[config.mk]
export PLATFORM = sky130hd
export DESIGN_NAME = corner_addr_collector
export DESIGN_NICKNAME = d
export VERILOG_FILES = /design/src/rtl/fast9_pkg.sv /design/src/rtl/corner_addr_collector_raster_counter.sv /design/src/rtl/corner_addr_collector.sv
export SDC_FILE = /design/constraint.sdc
export NUM_CORES = 1
export LEC_CHECK = 0
export BUFFER_PORTS_ARGS = -buffer_cell sky130_fd_sc_hd__clkbuf_2
export CORE_MARGIN = 3
export CORE_UTILIZATION = 33
export CTS_CLUSTER_DIAMETER = 30
export DETAILED_ROUTE_END_ITERATION = 10
export GPL_TIMING_DRIVEN = 0
export HOLD_SLACK_MARGIN = 0.15
export SLEW_MARGIN = 20
export SYNTH_ARGS = -nofsm -noshare
export SYNTH_HDL_FRONTEND = slang
export SYNTH_SLANG_ARGS = --single-unit
[constraint.sdc]
create_clock -name clk -period 2.3 [get_ports clk]
set_input_delay 0.345 -clock clk [delete_from_list [all_inputs] [get_ports clk]]
set_output_delay 0.345 -clock clk [all_outputs]
set_load 0.1 [all_outputs]
[src/rtl/fast9_pkg.sv]
// Shared defaults and FSM encoding for the FAST9 corner address collector.
package fast9_pkg;

  localparam int IMG_W_DEF   = 160;
  localparam int IMG_H_DEF   = 120;
  localparam int ADDR_W_DEF  = 15;
  localparam int MAX_PTS_DEF = 16;
  localparam int BORDER_DEF  = 3;

  typedef enum logic [1:0] {
    ST_IDLE  = 2'd0,
    ST_SCAN  = 2'd1,
    ST_FLUSH = 2'd2,
    ST_DONE  = 2'd3
  } collect_state_t;

endpackage

[src/rtl/corner_addr_collector_raster_counter.sv]
// Raster x/y position of the current pixel, with border and last-pixel flags.
module raster_counter #(
  parameter int IMG_W  = 160,
  parameter int IMG_H  = 120,
  parameter int BORDER = 3,
  parameter int X_W    = 8,
  parameter int Y_W    = 7
) (
  input  logic           clk,
  input  logic           reset,
  input  logic           clear,
  input  logic           advance,
  output logic [X_W-1:0] x,
  output logic [Y_W-1:0] y,
  output logic           inBorder,
  output logic           lastPix
);

  logic [X_W-1:0] x_q, x_d;
  logic [Y_W-1:0] y_q, y_d;
  logic           x_end, y_end;

  assign x_end = (x_q == X_W'(IMG_W - 1));
  assign y_end = (y_q == Y_W'(IMG_H - 1));

  always_comb begin
    x_d = x_q;
    y_d = y_q;
    if (clear) begin
      x_d = '0;
      y_d = '0;
    end else if (advance) begin
      if (x_end) begin
        x_d = '0;
        y_d = y_end ? '0 : y_q + 1'b1;
      end else begin
        x_d = x_q + 1'b1;
      end
    end
  end

  always_ff @(posedge clk) begin
    if (reset) begin
      x_q <= '0;
      y_q <= '0;
    end else begin
      x_q <= x_d;
      y_q <= y_d;
    end
  end

  assign x        = x_q;
  assign y        = y_q;
  assign lastPix  = x_end && y_end;
  assign inBorder = (x_q >= X_W'(BORDER)) && (x_q <= X_W'(IMG_W - 1 - BORDER)) &&
                    (y_q >= Y_W'(BORDER)) && (y_q <= Y_W'(IMG_H - 1 - BORDER));

endmodule

[src/rtl/corner_addr_collector.sv]
// Collects linear addresses of up to MAX_PTS border-qualified FAST9 corners per frame
// and hands them to the feature-point register file.
//
// state | meaning
// IDLE  | after reset, waiting for frameStart
// SCAN  | accepting pixels, writing corner addresses
// FLUSH | last pixel's write on the bus, readout next cycle
// DONE  | address set complete, posReaden held
module corner_addr_collector
  import fast9_pkg::*;
#(
  parameter int IMG_W   = IMG_W_DEF,
  parameter int IMG_H   = IMG_H_DEF,
  parameter int ADDR_W  = ADDR_W_DEF,
  parameter int MAX_PTS = MAX_PTS_DEF,
  parameter int BORDER  = BORDER_DEF
) (
  input  logic              clk,
  input  logic              reset,
  input  logic              frameStart,
  input  logic              pixValid,
  input  logic              isCorner,
  output logic [ADDR_W-1:0] refAddr,
  output logic [3:0]        posAddr,
  output logic              posWe,
  output logic              posReaden,
  output logic [4:0]        pointCount,
  output logic              frameDone,
  output logic              overflow
);

  localparam int X_W = $clog2(IMG_W);
  localparam int Y_W = $clog2(IMG_H);

  collect_state_t    state_q, state_d;
  logic [ADDR_W-1:0] ref_addr_q, ref_addr_d;
  logic [3:0]        pos_addr_q, pos_addr_d;
  logic              pos_we_q, pos_we_d;
  logic              readen_q, readen_d;
  logic [4:0]        count_q, count_d;
  logic              done_q, done_d;
  logic              ovf_q, ovf_d;

  logic [X_W-1:0]    pix_x;
  logic [Y_W-1:0]    pix_y;
  logic              in_border, last_pix, advance;
  logic [ADDR_W-1:0] pix_addr;

  assign advance = (state_q == ST_SCAN) && pixValid && !frameStart;

  raster_counter #(
    .IMG_W  (IMG_W),
    .IMG_H  (IMG_H),
    .BORDER (BORDER),
    .X_W    (X_W),
    .Y_W    (Y_W)
  ) u_raster (
    .clk      (clk),
    .reset    (reset),
    .clear    (frameStart),
    .advance  (advance),
    .x        (pix_x),
    .y        (pix_y),
    .inBorder (in_border),
    .lastPix  (last_pix)
  );

  assign pix_addr = ADDR_W'(pix_y) * ADDR_W'(IMG_W) + ADDR_W'(pix_x);

  always_comb begin
    state_d    = state_q;
    ref_addr_d = ref_addr_q;
    pos_addr_d = pos_addr_q;
    pos_we_d   = 1'b0;
    readen_d   = readen_q;
    count_d    = count_q;
    done_d     = 1'b0;
    ovf_d      = ovf_q;
    if (frameStart) begin
      state_d  = ST_SCAN;
      count_d  = '0;
      ovf_d    = 1'b0;
      readen_d = 1'b0;
    end else begin
      case (state_q)
        ST_SCAN: begin
          if (pixValid) begin
            if (isCorner && in_border) begin
              if (count_q < 5'(MAX_PTS)) begin
                pos_we_d   = 1'b1;
                ref_addr_d = pix_addr;
                pos_addr_d = count_q[3:0];
                count_d    = count_q + 1'b1;
              end else begin
                ovf_d = 1'b1;
              end
            end
            if (last_pix) state_d = ST_FLUSH;
          end
        end
        // one spare cycle so the final slot write lands before readout
        ST_FLUSH: begin
          state_d  = ST_DONE;
          readen_d = 1'b1;
          done_d   = 1'b1;
        end
        ST_DONE: state_d = ST_DONE;
        ST_IDLE: state_d = ST_IDLE;
        default: state_d = ST_IDLE;
      endcase
    end
  end

  always_ff @(posedge clk) begin
    if (reset) begin
      state_q    <= ST_IDLE;
      ref_addr_q <= '0;
      pos_addr_q <= '0;
      pos_we_q   <= 1'b0;
      readen_q   <= 1'b0;
      count_q    <= '0;
      done_q     <= 1'b0;
      ovf_q      <= 1'b0;
    end else begin
      state_q    <= state_d;
      ref_addr_q <= ref_addr_d;
      pos_addr_q <= pos_addr_d;
      pos_we_q   <= pos_we_d;
      readen_q   <= readen_d;
      count_q    <= count_d;
      done_q     <= done_d;
      ovf_q      <= ovf_d;
    end
  end

  assign refAddr    = ref_addr_q;
  assign posAddr    = pos_addr_q;
  assign posWe      = pos_we_q;
  assign posReaden  = readen_q;
  assign pointCount = count_q;
  assign frameDone  = done_q;
  assign overflow   = ovf_q;

endmodule

# Yosys cells after proc, flatten, opt, wreduce, memory -nomap -nowiden

Cells that the tools add are included.
W data, S select, Z words.

Add/subtract/negate cells: 4
$mul: 1
Div/mod/pow operators: 0
Order comparisons: 5
Eq/ne operators: 9
Shift operators: 0
Multiplexer cells: 8
Bitwise gates (word level): 5
Reduce and logical (&&, ||, !) cells: 18

Operators by type and width:

| cell                   | count |
|---|---|
| $add A15 B8 Y15        | 1 |
| $mul A7 B3 Y10 const B | 1 |
| $add A8 B1 Y8 const B  | 1 |
| $eq A8 B8 Y1 const B   | 1 |
| $ge A8 B2 Y1 const B   | 1 |
| $le A8 B8 Y1 const B   | 1 |
| $mux W8                | 1 |
| $reduce_and A4 Y1      | 2 |
| $add A7 B1 Y7 const B  | 1 |
| $eq A7 B7 Y1 const B   | 1 |
| $ge A7 B2 Y1 const B   | 1 |
| $le A7 B7 Y1 const B   | 1 |
| $logic_and A1 B1 Y1    | 7 |
| $mux W7                | 1 |
| $ne A3 B3 Y1 const B   | 2 |
| $pmux W2 S3            | 1 |
| $reduce_and A2 Y1      | 3 |
| $add A5 B1 Y5 const B  | 1 |
| $lt A5 B5 Y1 const B   | 1 |
| $not A1 Y1             | 5 |
| $reduce_and A5 Y1      | 1 |
| $reduce_or A5 Y1       | 1 |
| $eq A2 B2 Y1 const B   | 2 |
| $mux W2                | 2 |
| 6 further kinds        | 10 |

Register bits: 45
Latch bits: 0
Bits in writable memories: 0
Bits in read-only memories: 0
Bits of input ports: 5
Output and inout port bits: 28
Logic and storage cells: 61
Memories: 0

# Depth between registers and ports, before layout

Depth after elaboration: 7
Depth in mapped cells: 10
Depth with buffers taken out: 9

# Cells and area by module

A second synthesis with hierarchy kept.

Cells, all modules: 281
Area total of the unflattened synthesis: 2443.6 µm²

Modules (own cells, without submodules):

| module                | instances | cells each | area an instance (µm²) | sequential area each (µm²) |
|---|---|---|---|---|
| corner_addr_collector | 1         | 179        | 1594.0                 | 600.6 |
| raster_counter        | 1         | 102        | 849.6                  | 300.3 |

# Worst setup path after synthesis

No wires, ideal clock.

Path type: reg2reg
Start: register u_raster.y_q[3], in the netlist u_raster.y[3]
End: register ref_addr_q[13], in the netlist refAddr[13]
Setup time: 0.080 ns
Data arrival time: 2.402 ns
Required time: 2.220 ns
Setup slack: -0.182 ns
Stages on the path, launching flop included: 10
Buffers on the path: 0
Cells stage by stage: dfxtp_1 > ha_1 > ha_1 > fa_1 > a211oi_1 > nor2_1 > and2_1 > nor4b_1 > xnor2_1 > a211oi_2

Cells in the longest elaborated chain, start to end: 5
Elaborated cells between the ends (all ways): 8
Those cells by class: 1 x add/sub; 1 x mul; 2 x order compare; 4 x reduce/logical

Ends and longest elaborated chain:

| element                                                 | line                                       | source |
|---|---|---|
| from (decl)                                             | corner_addr_collector_raster_counter.sv:20 | `logic [Y_W-1:0] y_q, y_d;` |
| from (signal assigned)                                  | corner_addr_collector_raster_counter.sv:48 | `y_q <= y_d;` |
| branches (longest 5 deep; another with $add A15 B8 Y15) | -                                          |  |
| to (signal assigned)                                    | corner_addr_collector.sv:126               | `ref_addr_q <= ref_addr_d;` |
| to (decl)                                               | corner_addr_collector.sv:36                | `logic [ADDR_W-1:0] ref_addr_q, ref_addr_d;` |

Parallel ways; which one is timed is not known.
A chain may end at the register's enable or synchronous reset.

# Final worst setup path

Start: register u_raster.y_q[1], in the netlist u_raster.y[1]
End: register ref_addr_q[13], in the netlist refAddr[13]

Same word-level chain as after synthesis.

==> run metrics <==
outcome=finished, final reports clean; Max Fanout on Critical Path=3; Tot GR Track Use=0.128; hold_buf cts=0; Worst Path Class, Setup=reg2reg; footprint of the multi-input gates=1460 um^2; PwrDens=slightly below 500 nW/um^2; CTS Buf Count=5; Die ar.=approximately 8200 um^2; Worst Setup End Kind=register; Layout Skew=a little over 0.005 ns; Seq/Total Area, Yosys=0.382; register area=approximately 920 um^2; chip width=between 90 and 100 um; row cnt=30; antenna cells=0; WP data required=between 2 and 2.5 ns; largest net degree at the start of global routing=15; Mapped Area=between 2000 and 2500 um^2; CTS Root Cell=clkbuf_8; HP Class=in2reg; H-tree depth=2; worst rel slew slack=0.563; I/O pins=33; Critical Path Source Type=register; Fmax=~450 MHz; first-pass GRT wire length=~8700 um; Reg2Reg Depth=8; RePlAce Congestion=roughly 0.80; Worst-path clk slew=~0.090 ns; Antenna Nets Post-Route=0; leakage power=around 1.1 nW; Final Critical Period=between 2 and 2.5 ns; Wirelength per Cell=12.1 um; commonest non-fill, non-tap cells in the layout=dfxtp_1 (39), nand2_1 (36), nor2_1 (32), clkbuf_2 (32), a21oi_1 (25); Clk network pwr share=0.427; Setup crit start=u_raster.y[1]$_SDFFE_PP0P_; flops & latches, synth=between 40 and 50; Cells after Synth=~270; post-synthesis cell type count=44; R2R Setup Slk=about 0.078 ns; Synth Area per Inst=around 8.6 um^2; Core Area=~7000 um^2; Filler Cells Inserted=700; drt drc=0; Chip Height=90.5 um; vias in the first global route=between 1500 and 2000; Overflow after GRT=0; HPWL after detailed placement=3690 um; final setup fails=0; Int Power=1.11 mW; Max Cap Violations=0; Fin. Hold Viols=0; sw power=between 300 and 400 uW; Worst R2R Start=u_raster.y[1]$_SDFFE_PP0P_; Max rail drop VDD=204 uV; via count=between 1500 and 2000; aggregate routed wire length=5080 um; CTS tree=yes; sw frac=0.214; CP arrival=around 2.4 ns; DR pass1 iterations=4; Area Growth Syn to Fin=24.5%; RSZ-0062 raised after global routing=no; syn_nets=between 200 and 300; most common cell after layout, fill and taps aside=dfxtp_1; initial antenna violation count=0; post-placement cell area=roughly 2700 um^2; Starting Density=0.343; sequential share of power=0.550; Port Buffers=32; Max Slew Vio Count=0; drt via density=around 4.7; Comb pwr share=0.024; Slew @ Worst Pin=about 0.65 ns; Num Clock Sinks=45; clk_lat worst skew=approximately 0.30 ns; r2r endpoint=refAddr[13]$_SDFFE_PP0P_; worst setup path end=refAddr[13]$_SDFFE_PP0P_; Tcrit/Tclk final=0.966; Clock Path Buffers=2; Initial DRC Count=66; total power=around 1.4 mW; synthesis warning total=0; post-route cell area=between 2000 and 3000 um^2; layout cells sized above 1=0.285; Layout Nets=about 350
[per-layer routing]
layer / up-vias / wire length, um / part of all wire / global-route usage
li1: 1032 / - / - / -
met1: 876 / 2450 / 0.48 / 0.163
met2: 34 / 2360 / 0.46 / 0.212
met3: 10 / 153 / 0.030 / 0.0233
met4: 0 / 114 / 0.022 / 0.0523
met5: - / 0 / 0 / 0
[layout make-up]
| class | instances | area share |
|---|---|---|
| Buffer | 10 | 0.0192 |
| Tap cell | 96 | 0.0410 |
| Clock inverter | 2 | 0.0132 |
| Sequential cell | 45 | 0.314 |
| Timing Repair Buffer | 41 | 0.0776 |
| Clock buffer | 6 | 0.0247 |
| Multi-Input combinational cell | 209 | 0.497 |
| Inverter | 10 | 0.0128 |
[registers in the layout, summed over array words and instances (netlist names)]
register,cells
u_raster.x,8
overflow,1
u_raster.y,7
pointCount,5
frameDone,1
posReaden,1
posWe,1
posAddr,4
state_q,2
refAddr,15
[synthesized netlist by cell type, drive strengths merged]
| cell type | number | share of area |
|---|---|---|
| a211oi | 4 | 0.015 |
| a21boi | 1 | 0.0048 |
| a21o | 1 | 0.0032 |
| a21oi | 25 | 0.053 |
| a31oi | 3 | 0.011 |
| a41oi | 2 | 0.0074 |
| and2 | 1 | 0.0027 |
| and3 | 3 | 0.010 |
| and4 | 1 | 0.0037 |
| buf | 5 | 0.016 |
| clkbuf | 5 | 0.0080 |
| dfxtp | 45 | 0.38 |
| fa | 2 | 0.017 |
| ha | 18 | 0.096 |
| inv | 10 | 0.016 |
| mux2i | 1 | 0.0042 |
| nand2 | 46 | 0.084 |
| nand2b | 1 | 0.0027 |
| nand3 | 7 | 0.017 |
| nand3b | 1 | 0.0032 |
| nand4 | 3 | 0.0080 |
| nand4b | 1 | 0.0037 |
| nor2 | 34 | 0.054 |
| nor2b | 2 | 0.0053 |
| nor3 | 8 | 0.019 |
| nor3b | 1 | 0.0032 |
| nor4 | 2 | 0.0053 |
| nor4b | 1 | 0.0037 |
| o2111ai | 3 | 0.021 |
| o21ai | 7 | 0.015 |
| o21bai | 2 | 0.0064 |
| or2 | 1 | 0.0027 |
| or3 | 4 | 0.011 |
| xnor2 | 15 | 0.056 |
| xor2 | 8 | 0.030 |
[worst max-delay path, stage by stage, from the launching register on]
cell	delay, ns
dfxtp_4	0.37
ha_4	0.24
ha_4	0.16
fa_2	0.37
xor2_2	0.21
o2111ai_2	0.19
nor4b_4	0.30
xnor2_1	0.16
a211oi_2	0.08
[power groups by stage]
stage / Combinational, mW / Sequential [mW] / Clock, mW
final: 0.0333 / 0.776 / 0.602
after global routing: 0.0377 / 0.776 / 0.646
after CTS: 0.0333 / 0.779 / 0.615
after detailed placement: 0.0333 / 0.800 / 0
after global placement: 0.0329 / 0.800 / 0
after floorplan: 0.0188 / 0.800 / 0
[how the worst min path moves through the flow]
stage | from | endpoint | slack, ns | depth (start not counted)
2_1_floorplan | u_raster.x[1]$_SDFFE_PP0P_ | refAddr[1]$_SDFFE_PP0P_ | 0.47 | 2
3_3_place_gp | refAddr[8]$_SDFFE_PP0P_ | refAddr[8]$_SDFFE_PP0P_ | 0.44 | 2
3_5_place_dp | refAddr[0]$_SDFFE_PP0P_ | refAddr[0]$_SDFFE_PP0P_ | 0.44 | 2
4_1_cts | frameStart | state_q[0]$_SDFFE_PP0P_ | 0.37 | 3
5_1_grt | pixValid | state_q[1]$_SDFFE_PP0P_ | 0.43 | 3
6_report | pixValid | state_q[1]$_SDFFE_PP0P_ | 0.39 | 3
[timing repair]
action,4_1_cts,5_1_grt
hold endpoints to repair,0,0
setup endpoints to repair,3,18
setup buffers,3,6
gates resized for setup,13,10
pin swaps,9,8
[through the flow]
stage / TNS, ns / utilization / hold slack (ns) / std cells / worst slack [ns]
2_1_floorplan: 0 / - / 0.465 / 274 / 0.0480
3_3_place_gp: -0.173 / 0.387 / 0.441 / 402 / -0.118
3_5_place_dp: -0.238 / 0.387 / 0.444 / 402 / -0.136
4_1_cts: 0 / 0.414 / 0.369 / 413 / 0.0229
5_1_grt: 0 / 0.427 / 0.427 / 419 / 0.00733
6_report: 0 / 0.427 / 0.393 / 419 / 0.0779
[cells by family (layout without fill, tap and decap cells)]
group	Yosys count	count (layout)	share of synthesized area
multiplexers	1	1	0.00425
flip-flops	45	45	0.382
XOR/XNOR	23	23	0.0855
AND/OR/NAND/NOR	117	117	0.239
buffers and inverters	20	69	0.0398
AO/OA/AOI/OAI	48	48	0.136
adder cells (fa/ha/maj)	20	20	0.113
No activity file was read; power rests on OpenSTA's default activity.
